`config.mk`:
```
export PLATFORM = sky130hd
export DESIGN_NAME = enemy_hp_ctrl
export DESIGN_NICKNAME = d
export VERILOG_FILES = /design/src/rtl/enemy_hp_ctrl.sv
export SDC_FILE = /design/constraint.sdc
export NUM_CORES = 1
export LEC_CHECK = 0
export CORE_UTILIZATION = 35
export DETAILED_ROUTE_END_ITERATION = 10
export SETUP_SLACK_MARGIN = 0.5
export SYNTH_ARGS = -nofsm -noshare
export SYNTH_HDL_FRONTEND = slang
export SYNTH_SLANG_ARGS = --single-unit
```
`constraint.sdc`:
```
create_clock -name clk_run -period 6 [get_ports clk_run]
set_clock_uncertainty 0.1 [all_clocks]
set_input_delay 0.6 -clock clk_run [delete_from_list [all_inputs] [get_ports clk_run]]
set_output_delay 0.6 -clock clk_run [all_outputs]
set_load 0.1 [all_outputs]
```
`src/rtl/enemy_hp_ctrl.sv`:
```
// Per-slot hit-point and explosion controller.
// Tracks the IDLE/ALIVE/EXPLODE lifecycle of every enemy slot, counts the
// explosion frames, pulses disappear_o when an explosion finishes and keeps a
// saturating kill score.
module enemy_hp_ctrl #(
   parameter int unsigned MAX_ENEMY_NUM         = 10,
   parameter int unsigned MAX_ENEMY_NUM_BIT_LEN = 4,
   parameter int unsigned ENEMY_HP              = 3,
   parameter int unsigned HP_BIT_LEN            = 2,
   parameter int unsigned EXPLODE_FRAMES        = 8,
   parameter int unsigned EXPLODE_BIT_LEN       = 4,
   parameter int unsigned SCORE_PER_KILL        = 1,
   parameter int unsigned SCORE_BIT_LEN         = 16
) (
   input  logic                             clk_run,
   input  logic                             rst,
   input  logic                             en_i,
   input  logic                             trigger_i,
   input  logic [MAX_ENEMY_NUM_BIT_LEN-1:0] trigger_idx_i,
   input  logic                             hit_i,
   input  logic [MAX_ENEMY_NUM_BIT_LEN-1:0] hit_idx_i,
   input  logic                             frame_tick_i,
   input  logic                             score_clr_i,
   output logic [MAX_ENEMY_NUM-1:0]         disappear_o,
   output logic [MAX_ENEMY_NUM-1:0]         exploding_o,
   output logic                             kill_o,
   output logic [SCORE_BIT_LEN-1:0]         score_o
);

   localparam int unsigned SUM_W = SCORE_BIT_LEN + 1;

   localparam logic [HP_BIT_LEN-1:0]      HP_FULL   = HP_BIT_LEN'(ENEMY_HP);
   localparam logic [HP_BIT_LEN-1:0]      HP_ONE    = HP_BIT_LEN'(1);
   localparam logic [EXPLODE_BIT_LEN-1:0] CNT_LAST  = EXPLODE_BIT_LEN'(EXPLODE_FRAMES - 1);
   localparam logic [EXPLODE_BIT_LEN-1:0] CNT_ONE   = EXPLODE_BIT_LEN'(1);
   localparam logic [SUM_W-1:0]           SCORE_INC = SUM_W'(SCORE_PER_KILL);

   typedef enum logic [1:0] {
      IDLE    = 2'd0,
      ALIVE   = 2'd1,
      EXPLODE = 2'd2
   } slot_state_t;

   // Registered per-slot state
   slot_state_t                state_q [MAX_ENEMY_NUM];
   logic [HP_BIT_LEN-1:0]      hp_q    [MAX_ENEMY_NUM];
   logic [EXPLODE_BIT_LEN-1:0] cnt_q   [MAX_ENEMY_NUM];

   // Next-state values
   slot_state_t                state_nxt [MAX_ENEMY_NUM];
   logic [HP_BIT_LEN-1:0]      hp_nxt    [MAX_ENEMY_NUM];
   logic [EXPLODE_BIT_LEN-1:0] cnt_nxt   [MAX_ENEMY_NUM];

   logic [MAX_ENEMY_NUM-1:0]   disappear_nxt;
   logic [MAX_ENEMY_NUM-1:0]   exploding_nxt;
   logic                       kill_nxt;
   logic [SCORE_BIT_LEN-1:0]   score_nxt;
   logic [SUM_W-1:0]           score_sum;

   // Per-slot lifecycle: spawn beats a same-slot hit, hits only count while
   // alive, explosion frames only advance on frame ticks while exploding.
   always_comb begin
      disappear_nxt = '0;
      kill_nxt      = 1'b0;
      for (int i = 0; i < int'(MAX_ENEMY_NUM); i++) begin
         state_nxt[i] = state_q[i];
         hp_nxt[i]    = hp_q[i];
         cnt_nxt[i]   = cnt_q[i];
      end

      if (en_i) begin
         for (int i = 0; i < int'(MAX_ENEMY_NUM); i++) begin
            if (trigger_i && (trigger_idx_i == MAX_ENEMY_NUM_BIT_LEN'(i))) begin
               state_nxt[i] = ALIVE;
               hp_nxt[i]    = HP_FULL;
               cnt_nxt[i]   = '0;
            end else begin
               unique case (state_q[i])
                  ALIVE: begin
                     if (hit_i && (hit_idx_i == MAX_ENEMY_NUM_BIT_LEN'(i))) begin
                        if (hp_q[i] > HP_ONE) begin
                           hp_nxt[i] = hp_q[i] - HP_ONE;
                        end else begin
                           hp_nxt[i]    = '0;
                           state_nxt[i] = EXPLODE;
                           cnt_nxt[i]   = '0;
                           kill_nxt     = 1'b1;
                        end
                     end
                  end
                  EXPLODE: begin
                     if (frame_tick_i) begin
                        if (cnt_q[i] == CNT_LAST) begin
                           state_nxt[i]     = IDLE;
                           cnt_nxt[i]       = '0;
                           disappear_nxt[i] = 1'b1;
                        end else begin
                           cnt_nxt[i] = cnt_q[i] + CNT_ONE;
                        end
                     end
                  end
                  default: begin
                  end
               endcase
            end
         end
      end
   end

   // Sprite select follows the next slot state so it lines up with the state flop
   always_comb begin
      exploding_nxt = '0;
      for (int i = 0; i < int'(MAX_ENEMY_NUM); i++) begin
         exploding_nxt[i] = (state_nxt[i] == EXPLODE);
      end
   end

   // Score: clear wins over a same-cycle kill; increment saturates at all-ones
   always_comb begin
      score_nxt = score_o;
      score_sum = {1'b0, score_o} + SCORE_INC;
      if (en_i) begin
         if (score_clr_i) begin
            score_nxt = '0;
         end else if (kill_nxt) begin
            if (score_sum[SCORE_BIT_LEN]) begin
               score_nxt = '1;
            end else begin
               score_nxt = score_sum[SCORE_BIT_LEN-1:0];
            end
         end
      end
   end

   // Slot state registers; reset drops every slot to IDLE without a disappear pulse
   always_ff @(posedge clk_run or posedge rst) begin
      if (rst) begin
         for (int i = 0; i < int'(MAX_ENEMY_NUM); i++) begin
            state_q[i] <= IDLE;
            hp_q[i]    <= '0;
            cnt_q[i]   <= '0;
         end
      end else begin
         for (int i = 0; i < int'(MAX_ENEMY_NUM); i++) begin
            state_q[i] <= state_nxt[i];
            hp_q[i]    <= hp_nxt[i];
            cnt_q[i]   <= cnt_nxt[i];
         end
      end
   end

   // Output registers
   always_ff @(posedge clk_run or posedge rst) begin
      if (rst) begin
         disappear_o <= '0;
         exploding_o <= '0;
         kill_o      <= 1'b0;
         score_o     <= '0;
      end else begin
         disappear_o <= disappear_nxt;
         exploding_o <= exploding_nxt;
         kill_o      <= kill_nxt;
         score_o     <= score_nxt;
      end
   end

endmodule

```
# [Word level (Yosys, flattened, before mapping)]
# Index checks and enable logic that the tools add are counted.
[totals] register_bits=117 input_bits=15 wordCells=475
[op_classes] add_sub_neg=21 order_cmp=10 n_eq_ne=88 mux=248 n_reduce_logical=74
[op_table] cell="$mux 4" count=50
[op_table] cell="$mux 2" count=90
[op_table] cell="$ne 3x3->1 const B" count=30
[op_table] cell="$mux 1" count=83
[op_table] cell="$pmux 4 s2" count=10
[op_table] cell="$eq 4x3->1 const B" count=18
[op_table] cell="$reduce_and 5->1" count=10
[op_table] cell="$mux 16" count=3
[op_table] cell="$reduce_bool 2->1" count=21
[op_table] cell="$add 4x1->4 const B" count=10
[op_table] cell="$eq 2x2->1 const B" count=20
[op_table] cell="$pmux 2 s2" count=10
[op_table] cell="$reduce_and 3->1" count=10
[op_table] cell="$reduce_bool 3->1" count=10
[op_table] cell="$eq 2x1->1 const B" count=10
[op_table] cell="$gt 2x1->1 const B" count=10
[op_table] cell="$logic_and 1x1->1" count=20
[op_table] cell="$mux 20" count=1
[op_table] cell="$sub 2x1->2 const B" count=10
[op_table] cell="$add 16x1->17 const B" count=1
[op_table] cell="$eq 4x2->1 const B" count=4
[op_table] cell="$eq 4x4->1 const B" count=4
[op_table] cell="$mux 10" count=1
[op_table] cell="$eq 4x1->1 const B" count=2
[op_table] cell="other kinds (2)" count=3

# [Longest topological paths before layout]
# Gate-level depths: netlist of run 1.
[depth] word_depth=46 depth_mapped=9

# [Worst setup path before layout of run 1]
# OpenSTA, ideal clock, no wires.
[synth_path] kind="reg-to-reg" startpoint="register score_o[0]" endpoint="register score_o[2]" setup_time_ps=96 arrival_time_ps=2991 path_slack_ps=2813 path_stages_with_launch=7 path_buffers=0 cell_sequence="dfrtp_1 -> ha_1 -> nand3_1 -> nor4_1 -> nand4_1 -> and2_1 -> a311oi_2"
[synth_between] elab_chain_cells=4
[synth_lines] item="start: declaration" line="27" text="output logic [SCORE_BIT_LEN-1:0] score_o"
[synth_lines] item="start signal: assignment" line="163" text="score_o <= score_nxt;"
[synth_lines] item="$add 16x1->17" line="121" text="score_sum = {1'b0, score_o} + SCORE_INC;"
[synth_lines] item="$mux 16" line="126" text="if (score_sum[SCORE_BIT_LEN]) begin"
[synth_lines] item="$mux 16" line="125" text="end else if (kill_nxt) begin"
[synth_lines] item="$mux 16" line="123" text="if (score_clr_i) begin"
# No other way between the ends. The select of a mux whose other input is x is not followed.
# A chain may end at the register's enable or synchronous reset.

# [Worst setup path after layout of run 1]
[layout_path] startpoint="input hit_idx_i[0]" endpoint="register score_o[6]"
[layout_between] elab_chain_cells=46 word_cells_on_any_way=64 cone_classes="eq/ne (9); mux (42); reduce/logical (13)"
[layout_lines] item="start: declaration" line="21" text="input logic [MAX_ENEMY_NUM_BIT_LEN-1:0] hit_idx_i,"
[layout_lines] item="$logic_not 4->1" line="80" text="if (hit_i && (hit_idx_i == MAX_ENEMY_NUM_BIT_LEN'(i))) begin"
[layout_lines] item="$logic_and 1x1->1" line="80"
[layout_lines] item="$mux 1" line="80"
[layout_lines] item="$mux 1" line="78" text="unique case (state_q[i])"
[layout_lines] item="$mux 1" line="73" text="if (trigger_i && (trigger_idx_i == MAX_ENEMY_NUM_BIT_LEN'(i))) begin"
[layout_lines] item="$mux 1" line="81" text="if (hp_q[i] > HP_ONE) begin"
[layout_lines] item="$mux 1" line="80"
[layout_lines] item="$mux 1" line="78"
[layout_lines] item="[... 30 more ...]"
[layout_lines] item="$mux 1" line="73"
[layout_lines] item="$mux 1" line="81"
[layout_lines] item="$mux 1" line="80"
[layout_lines] item="$mux 1" line="78"
[layout_lines] item="$mux 1 *" line="73"
[layout_lines] item="$mux 1 *" line="71" text="if (en_i) begin"
[layout_lines] item="$reduce_bool 2->1 (no source line) *"
[layout_lines] item="$reduce_and 2->1 (no source line) *"
# Mark *: on every way between the ends. The rest lies on a longest branch, timed or not. The select of a mux whose other input is x is not followed.

==> results of run 1 <==
## logic make-up after synthesis
group | count (synthesis)
and+or+nand+nor | 311
xor gates and xnor gates | 3
AOI/OAI and AO/OA | 187
adders and majority gates | 31
buffers and inverters | 59
muxes | 6
DFF | 117
## worst reg2reg max path, delay by kind of cell (launching register included)
| kind | cells | cell delay, ps |
|---|---|---|
| fa+ha+maj | 1 | 230 |
| compound gates | 5 | 2010 |
| flops | 1 | 380 |
| simple gates | 1 | 390 |
| buf+inv | 1 | 80 |
## placed cells by master (no fill, tap or decap), drive strengths merged, types with 4 or more instances in the layout
cell type,instances
nor2,36
a41o,4
clkbuf,23
dfrtp,117
a2111oi,5
nand3b,12
nand4,10
clkdlybuf4s50,51
nor4,4
a211oi,9
nand2b,15
nand4b,5
a311oi,4
clkinv,4
nand2,93
inv,39
o21ai,75
and3b,5
nor3,17
a41oi,4
a32o,6
nand3,37
o41ai,6
ha,31
nor3b,5
and3,17
a31oi,8
and2,18
or3b,6
o31ai,10
nor2b,18
o211ai,4
and4,4
a21oi,29
## sequential cells by signal, indices dropped and copies added (netlist names)
register / cells
cnt_q: 40
hp_q: 20
state_q: 20
score_o: 16
disappear_o: 10
exploding_o: 10
kill_o: 1
## power groups by stage
stage	sequential, W	combinational, W	clock [W]
6_report	0.000971	0.000526	0.000984
5_1_grt	0.000989	0.000592	0.00104
4_1_cts	0.000971	0.000527	0.00101
3_5_place_dp	0.000982	0.000525	0
3_3_place_gp	0.000981	0.000522	0
2_1_floorplan	0.00102	0.000351	0
## cell type report
class | instances | share of cell area
multi-input combinational | 538 | 0.4330
tap | 229 | 0.03637
clock buffer | 23 | 0.05940
clock inverter | 9 | 0.01302
timing repair buffer | 54 | 0.06766
sequential | 117 | 0.3717
inverter | 39 | 0.01890
## layer usage
metal / track usage / wire length (um)
met4: 0.05965 / 164
met5: 0 / 0
met1: 0.2305 / 7647
met2: 0.2645 / 7003
met3: 0.04144 / 620
## stage by stage
| step | worst slack (ps) | instances |
|---|---|---|
| after floorplan | 2199 | 714 |
| after global placement | 2164 | 977 |
| after detailed placement | 2083 | 977 |
| after CTS | 2504 | 1009 |
| after global routing | 2218 | 1009 |
| final | 2412 | 1009 |
## path summary, 6_finish.rpt
path                                    from          end  cells after the start
worst min-delay path               cnt_q[19]    cnt_q[19]                      1
worst min register to register     cnt_q[19]    cnt_q[19]                      1
worst max-delay path            hit_idx_i[0]   score_o[6]                      7
max in group asynchronous                rst     cnt_q[8]                      3
min in group asynchronous                rst  score_o[14]                      2
worst max register to register   state_q[11]   score_o[6]                      8
==> results.py, run 1 <==
metrics = {
    "outcome": {
        "status": "finished, violations left",
        "violations": "design-rule violations",
    },
    "critical_path": {
        "crit_path_end_kind": "register",
        "crit_slowest_cell": "clkdlybuf4s50_1",
        "crit_path_cell_trace": "clkdlybuf4s50_1 -> nand3b_1 -> nor4b_1 -> a2111oi_2 -> a41oi_4 -> a41oi_1 -> a311oi_1",
        "arrival_ps": 3800,
        "required_ps": 6210,
        "slowest_delay_ps": 770,
        "path_delay_family": "compound AO/OA/AOI/OAI gates",
        "path_class": "in -> reg",
        "crit_buf_inv": 1,
        "worst_setup_path_start_kind": "primary input",
        "r2r_setup_slack_ps": 2700,
        "crit_fanout": 24,
    },
    "clocking": {
        "h-tree-depth": 4,
        "clk_pin_slew_ps": 60,
        "holdBufCountCts": 0,
        "cts.sinks": 117,
        "cts_resized": 0,
        "ctsRootBufferMaster": "clkbuf_16",
        "cts_made_buffers": 17,
        "clkLatencyLatePin_ps": 420,
        "cts_setup_buffers": 0,
        "cts_tree": "done",
        "clockBufferDepth": 2,
    },
    "timing": {
        "max_freq_mhz": 278.7,
        "finalCriticalPeriod_ps": 3588,
        "final-max-slew-violation-count": 0,
        "maxSlewHeadroom": 0.3482,
        "finalSetupViolations": 0,
        "rsz0062_at_grt": "false",
        "worst_pin_slew_ps": 974.7,
        "fin_tns_setup_ps": 0,
        "period_share": 0.5980,
        "whs_ps": 366.9,
        "hold_viol": 0,
    },
    "cells_and_area": {
        "multi_input_area_um2": 3411,
        "antenna_cells": 0,
        "drive_above_1_share": 0.06795,
        "fin_util": 0.4326,
        "nFillCells": 1736,
        "final_area_um2": 7878,
        "final_nets": 813,
        "regArea_um2": 2928,
        "syn_to_final_growth_pct": 19.83,
    },
    "route": {
        "wl_per_cell_um": 15.30,
        "ant_nets": 0,
        "wirelength_um": 15440,
        "drt_pass1_iterations": 8,
        "drt_iter0_drc": 270,
        "num_vias": 5418,
        "drt-vias-per-instance": 5.370,
        "drc": 2,
    },
    "placement": {
        "routabilityCongestion": 0.8543,
        "port-buffer-count": 51,
        "place_area_um2": 7307,
        "dpl.hpwl_um": 10780,
    },
    "synthesis": {
        "syn-num-nets": 760,
        "synthTopCellsByCount": "117 x dfrtp_1, 93 x nand2_1, 74 x o21ai_0",
        "syn_inst": 714,
        "synth.cell_area_um2": 6574,
        "synth_area_leader_cell": "dfrtp_1",
        "synth.yosys.warnings": 0,
        "yosysTopAreaCellShare": 0.4454,
        "yosysMostFrequentCell": "dfrtp_1",
        "synth_area_leaders": "dfrtp_1 45%, ha_1 5.9%, o21ai_0 5.6%",
        "yosysUniqueCellTypes": 68,
        "yosysSeqAreaShare": 0.4454,
        "synth_fa_ha_area_frac": 0.05900,
        "synthMuxAreaShare": 0.009707,
        "synth_flop_cell": "dfrtp_1",
        "yosys_register_bits": 117,
        "synth_top_family_by_area": "simple AND/OR/NAND/NOR gates",
        "async_reset_ff_frac": 1.000,
        "synth_compound_area_frac": 0.1947,
        "synth_xor_area_frac": 0.003997,
        "yosys.area_share.simple": 0.2514,
        "synth_edf_count": 0,
        "synth.avg_cell_area_um2": 9.207,
    },
    "pwr": {
        "p_int_w": 0.001716,
        "power_density_nw_per_um2": 315.0,
        "leakage_nw": 3.329,
        "switchingPower_w": 0.0007657,
        "peakVddDrop_mv": 0.2703,
        "power.share.clock": 0.397,
        "switching_share": 0.3086,
        "comb_power_share": 0.212,
        "power_frac_seq": 0.391,
        "total_power_w": 0.002482,
    },
    "hold_path": {
        "hold_path.class": "reg -> reg",
    },
    "grt": {
        "grt_max_degree": 63,
        "grt_pass1_wl_um": 26220,
        "overflow": 0,
        "grt_pass1_vias": 5256,
        "grt_usage": 0.1702,
        "antenna_found_initial": 0,
    },
    "floorplanning": {
        "die_width_um": 139.1,
        "core_um2": 18210,
        "design.portCount": 52,
        "fp.dieArea_um2": 19330,
        "die_h_um": 139.1,
        "num_rows": 49,
        "initial_core_util": 0.3610,
    },
    "flow_run": {
        "max_cap_viol_count": 0,
    },
}
Power figures use the tool's default switching activity.
==> run 2: changes to the inputs <==
==> constraint.sdc (replaced) <==
create_clock -name clk_run -period 3.68 [get_ports clk_run]
set_clock_uncertainty 0.1 [all_clocks]
set_input_delay 0.368 -clock clk_run [delete_from_list [all_inputs] [get_ports clk_run]]
set_output_delay 0.368 -clock clk_run [all_outputs]
set_load 0.1 [all_outputs]
==> results.py, run 2 (synthesis gave the netlist of run 1 again) <==
metrics = {
    "placement": {
        "dpl.hpwl_um": 11340,
        "port-buffer-count": 51,
        "routabilityCongestion": 0.8330,
        "placedCellCount": 988,
    },
    "cells_and_area": {
        "drive_above_1_share": 0.08217,
        "final_common_cell": "dfrtp_1",
        "syn_to_final_growth_pct": 21.13,
        "largest_registers": "cnt_q (40), hp_q (20), state_q (20)",
        "final_nets": 824,
        "largest-register": "cnt_q",
        "stdcell_count": 1020,
        "antenna_cells": 0,
        "final_cell_mix": "116 x dfrtp_1, 93 x nand2_1, 74 x o21ai_0",
        "largest_reg_flops": 40,
    },
    "critical_path": {
        "r2r_setup_slack_ps": 880,
        "crit_fanout": 24,
        "rr_worst_depth": 9,
        "crit_path_end_kind": "register",
        "path_class": "in -> reg",
        "arrival_ps": 3090,
        "r2r_start": "state_q[11]",
        "r2r-end": "score_o[2]",
        "worst_setup_path_start_kind": "primary input",
        "required_ps": 3860,
    },
    "hold_path": {
        "hold_start": "cnt_q[19]",
        "hold_path.class": "reg -> reg",
        "min_to": "cnt_q[19]",
        "min_path_cells": 1,
    },
    "grt": {
        "grt_pass1_vias": 5257,
        "grt_max_degree": 50,
        "grt_usage": 0.1724,
        "grt_pass1_wl_um": 26600,
        "overflow": 0,
        "antenna_found_initial": 0,
    },
    "timing": {
        "max_freq_mhz": 343.9,
        "rsz0062_at_grt": "false",
        "worst_pin_slew_ps": 976.4,
        "period_share": 0.7901,
        "final-max-slew-violation-count": 0,
        "hold_viol": 0,
        "finalSetupViolations": 0,
        "maxSlewHeadroom": 0.3470,
        "fin_tns_setup_ps": 0,
        "finalCriticalPeriod_ps": 2908,
        "whs_ps": 366.7,
    },
    "clocking": {
        "cts_made_buffers": 17,
        "clk_pin_slew_ps": 60,
        "cts_tree": "done",
        "cts_setup_buffers": 0,
        "h-tree-depth": 4,
        "clockBufferDepth": 2,
        "cts.sinks": 117,
        "clkLatencyLatePin_ps": 420,
        "ctsRootBufferMaster": "clkbuf_16",
    },
    "route": {
        "drt_iter0_drc": 350,
        "drt_pass1_iterations": 8,
        "wl_per_cell_um": 15.43,
        "wirelength_um": 15740,
        "drc": 3,
        "num_vias": 5456,
        "ant_nets": 0,
        "drt-vias-per-instance": 5.349,
    },
    "floorplanning": {
        "design.portCount": 52,
        "core_um2": 18210,
        "initial_core_util": 0.3610,
        "num_rows": 49,
        "die_width_um": 139.1,
        "fp.dieArea_um2": 19330,
        "die_h_um": 139.1,
    },
    "pwr": {
        "peakVddDrop_mv": 0.3647,
        "power_density_nw_per_um2": 506.8,
        "leakage_nw": 3.374,
    },
    "outcome": {
        "violations": "design-rule violations",
        "status": "finished, violations left",
    },
    "flow_run": {
        "max_cap_viol_count": 0,
    },
}
[run 2: layout make-up]
| type | count | area, um2 |
|---|---|---|
| Fill cell | 1760 | 10250 |
| Sequential cell | 117 | 2929 |
| Tap cell | 229 | 286.5 |
| Timing Repair Buffer | 65 | 628.1 |
| Clock buffer | 22 | 444.2 |
| Multi-Input combinational cell | 538 | 3417 |
| Inverter | 39 | 150.1 |
| Clock inverter | 10 | 107.6 |
[run 2: timing repair]
action | CTS | global route
setup endpoints to repair | 0 | 10
hold buffers | 0 | 0
gates resized for setup | 0 | 2
[run 2: worst max path at each step]
| stage | from | to | slack, ps | cells after the start |
|---|---|---|---|---|
| after global placement | hit_i | score_o[2] | 420 | 8 |
| after floorplan | score_o[1] | score_o[3] | 500 | 6 |
| after global routing | hit_i | score_o[15] | 580 | 8 |
| final | hit_i | score_o[2] | 770 | 8 |
| after detailed placement | hit_i | score_o[2] | 340 | 8 |
| after CTS | state_q[11] | score_o[11] | 610 | 9 |
[run 2: routing by layer]
layer,share of wire,track usage
met3,0.034,0.03833
met4,0.011,0.05673
met2,0.46,0.2714
met5,0,0
met1,0.49,0.2344
[run 2: through the flow]
step                      total power, W  worst slack [ps]  instance area [um2]    util
after floorplan                 0.002232             500.3                 6579       -
after global placement          0.002467             417.9                 7405  0.4067
after detailed placement        0.002474             336.4                 7405  0.4067
after CTS                       0.004065             612.6                 7956  0.4370
after global routing            0.004263             579.5                 7963  0.4373
final                           0.004035             772.3                 7963  0.4373
[run 2: power by group]
group | internal [W] | switching (W)
registers | 0.00145 | 0.000131
logic | 0.000330 | 0.000545
clock network | 0.000988 | 0.000589
total | 0.00277 | 0.00127
[run 2: critical path, stage by stage]
cell	delay (ps)
clkdlybuf4s50_1	630
nand3b_1	310
a2111oi_0	710
a2111oi_2	130
a41oi_4	250
buf_4	300
and2_1	270
a311oi_2	110
==> run 3: changes to the inputs <==
==> constraint.sdc (replaced) <==
create_clock -name clk_run -period 2.7 [get_ports clk_run]
set_clock_uncertainty 0.1 [all_clocks]
set_input_delay 0.27 -clock clk_run [delete_from_list [all_inputs] [get_ports clk_run]]
set_output_delay 0.27 -clock clk_run [all_outputs]
set_load 0.1 [all_outputs]
==> results.py, run 3 (synthesis gave the netlist of run 1 again) <==
metrics = {
    "cells_and_area": {
        "largest_reg_flops": 40,
        "largest-register": "cnt_q",
        "final_nets": 896,
        "drive_above_1_share": 0.2688,
        "largest_registers": "cnt_q (40), hp_q (20), state_q (20)",
        "final_common_cell": "buf_4",
        "syn_to_final_growth_pct": 36.22,
        "stdcell_count": 1093,
        "final_cell_mix": "109 x buf_4, 103 x dfrtp_1, 93 x nand2_1",
        "final_area_um2": 8955,
        "fin_util": 0.4918,
    },
    "timing": {
        "final-max-slew-violation-count": 0,
        "max_freq_mhz": 391.4,
        "finalSetupViolations": 0,
        "worst_pin_slew_ps": 622.3,
        "hold_viol": 0,
        "rsz0062_at_grt": "true",
        "setup_ws_ps": 145.1,
        "maxSlewHeadroom": 0.5852,
        "finalCriticalPeriod_ps": 2555,
        "period_share": 0.9463,
    },
    "route": {
        "wl_per_cell_um": 15.53,
        "dr_wl_met2_um": 7859,
        "drt_iter0_drc": 330,
        "dr_wl_met3_um": 533,
        "num_vias": 5772,
        "drt-vias-per-instance": 5.281,
        "ant_nets": 0,
        "routed.top_layer": "met4",
        "wl_met1_um": 8319,
        "drc": 1,
        "drt_pass1_iterations": 8,
        "wirelength_um": 16980,
    },
    "pwr": {
        "power_density_nw_per_um2": 672.6,
        "leakage_nw": 3.927,
        "comb_power_share": 0.233,
        "power.share.clock": 0.404,
        "total_power_w": 0.006023,
        "p_int_w": 0.004174,
        "peakVddDrop_mv": 0.4556,
        "power_frac_seq": 0.363,
        "switchingPower_w": 0.001849,
        "switching_share": 0.3070,
    },
    "clocking": {
        "clkLatencyLatePin_ps": 430,
        "cts_made_buffers": 17,
        "ctsRootBufferMaster": "clkbuf_16",
        "cts_tree": "done",
        "cts.sinks": 117,
        "clk_pin_slew_ps": 60,
        "clockBufferDepth": 2,
        "h-tree-depth": 4,
    },
    "floorplanning": {
        "num_rows": 49,
        "core_um2": 18210,
        "die_h_um": 139.1,
        "fp.dieArea_um2": 19330,
        "initial_core_util": 0.3610,
        "die_width_um": 139.1,
        "design.portCount": 52,
    },
    "grt": {
        "grt_max_degree": 50,
        "grt_pass1_vias": 5558,
        "grt_pass1_wl_um": 27810,
        "overflow": 0,
        "grt_usage": 0.1817,
        "antenna_found_initial": 1,
    },
    "flow_run": {
        "max_cap_viol_count": 0,
    },
    "placement": {
        "port-buffer-count": 51,
        "dpl.hpwl_um": 11890,
        "dpl_worst_slack_ps": -192.0,
        "placedCellCount": 1043,
        "place_area_um2": 7881,
        "routabilityCongestion": 0.8681,
    },
    "critical_path": {
        "required_ps": 2940,
        "worst_setup_path_start_kind": "register",
        "crit_fanout": 5,
        "path_class": "reg -> reg",
        "crit_path_end_kind": "register",
        "arrival_ps": 2790,
    },
    "hold_path": {
        "hold_path.class": "in -> async",
    },
    "outcome": {
        "violations": "design-rule violations",
        "status": "finished, violations left",
    },
}
-- run 3: cell count changes in the layout (fill, tap and decap cells not counted), moves of 5 or more --
cell / before / now
buf_4: 13 / 109
clkdlybuf4s50_1: 51 / 10
dfrtp_1: 116 / 103
dfrtp_2: 1 / 14
ha_1: 31 / 25
a21oi_1: 29 / 24
a21oi_2: 0 / 5
buf_12: 1 / 6
buf_6: 0 / 5
ha_4: 0 / 5
o21ai_0: 74 / 69
-- run 3: metrics by stage --
step / hold slack, ps / setup TNS (ps)
finish: 61.60 / 0
global route: 89.01 / 0
CTS: 71.09 / 0
detailed placement: 362.2 / -1939
global placement: 360.9 / -756.6
floorplan: 333.9 / 0
-- run 3: path summary, 6_finish.rpt --
path                        startpoint         end  slack, ps  cells past startpoint
max in group asynchronous          rst  state_q[3]       1860                      3
hold / removal                     rst  score_o[2]         60                      2
min in group clk_run         cnt_q[19]   cnt_q[19]        380                      1
hold reg to reg              cnt_q[19]   cnt_q[19]        380                      1
setup / recovery           state_q[19]  score_o[3]        150                     10
setup reg to reg           state_q[19]  score_o[3]        150                     10
-- run 3: layout make-up --
type                            instances  area [um2]
Fill cell                            1651        9254
Multi-Input combinational cell        538        3719
Sequential cell                       117        2945
Timing Repair Buffer                  137        1217
Clock buffer                           20       456.7
Tap cell                              229       286.5
Clock inverter                         12       177.7
Inverter                               39       150.1
Antenna cell                            1       2.502
-- run 3: layer usage --
layer	vias to the layer above	track usage
li1	2886	-
met2	76	0.2889
met4	0	0.06550
met5	-	0
met1	2786	0.2418
met3	24	0.04144
-- run 3: what timing repair did --
action | CTS | global route
hold buffers | 0 | 0
endpoints found under the hold margin | 0 | 0
endpoints found under the setup margin | 31 | 38
pin swaps | 2 | 16
gates resized for setup | 19 | 37
gates cloned | 2 | 1
setup buffers | 6 | 8
-- run 3: worst max-delay path, stage by stage, from the launching register on --
cell	delay, ps
dfrtp_1	390
inv_2	80
ha_4	150
or3b_4	390
a2111oi_4	410
a31oi_4	70
a41oi_4	290
buf_12	170
buf_16	110
a21oi_1	70
a311oi_2	230
-- run 3: power by group through the flow --
stage,combinational [W],sequential (W),clock [W]
global placement,0.00128,0.00219,0
finish,0.00140,0.00218,0.00243
CTS,0.00134,0.00217,0.00248
floorplan,0.000796,0.00227,0
global route,0.00157,0.00222,0.00256
detailed placement,0.00129,0.00219,0
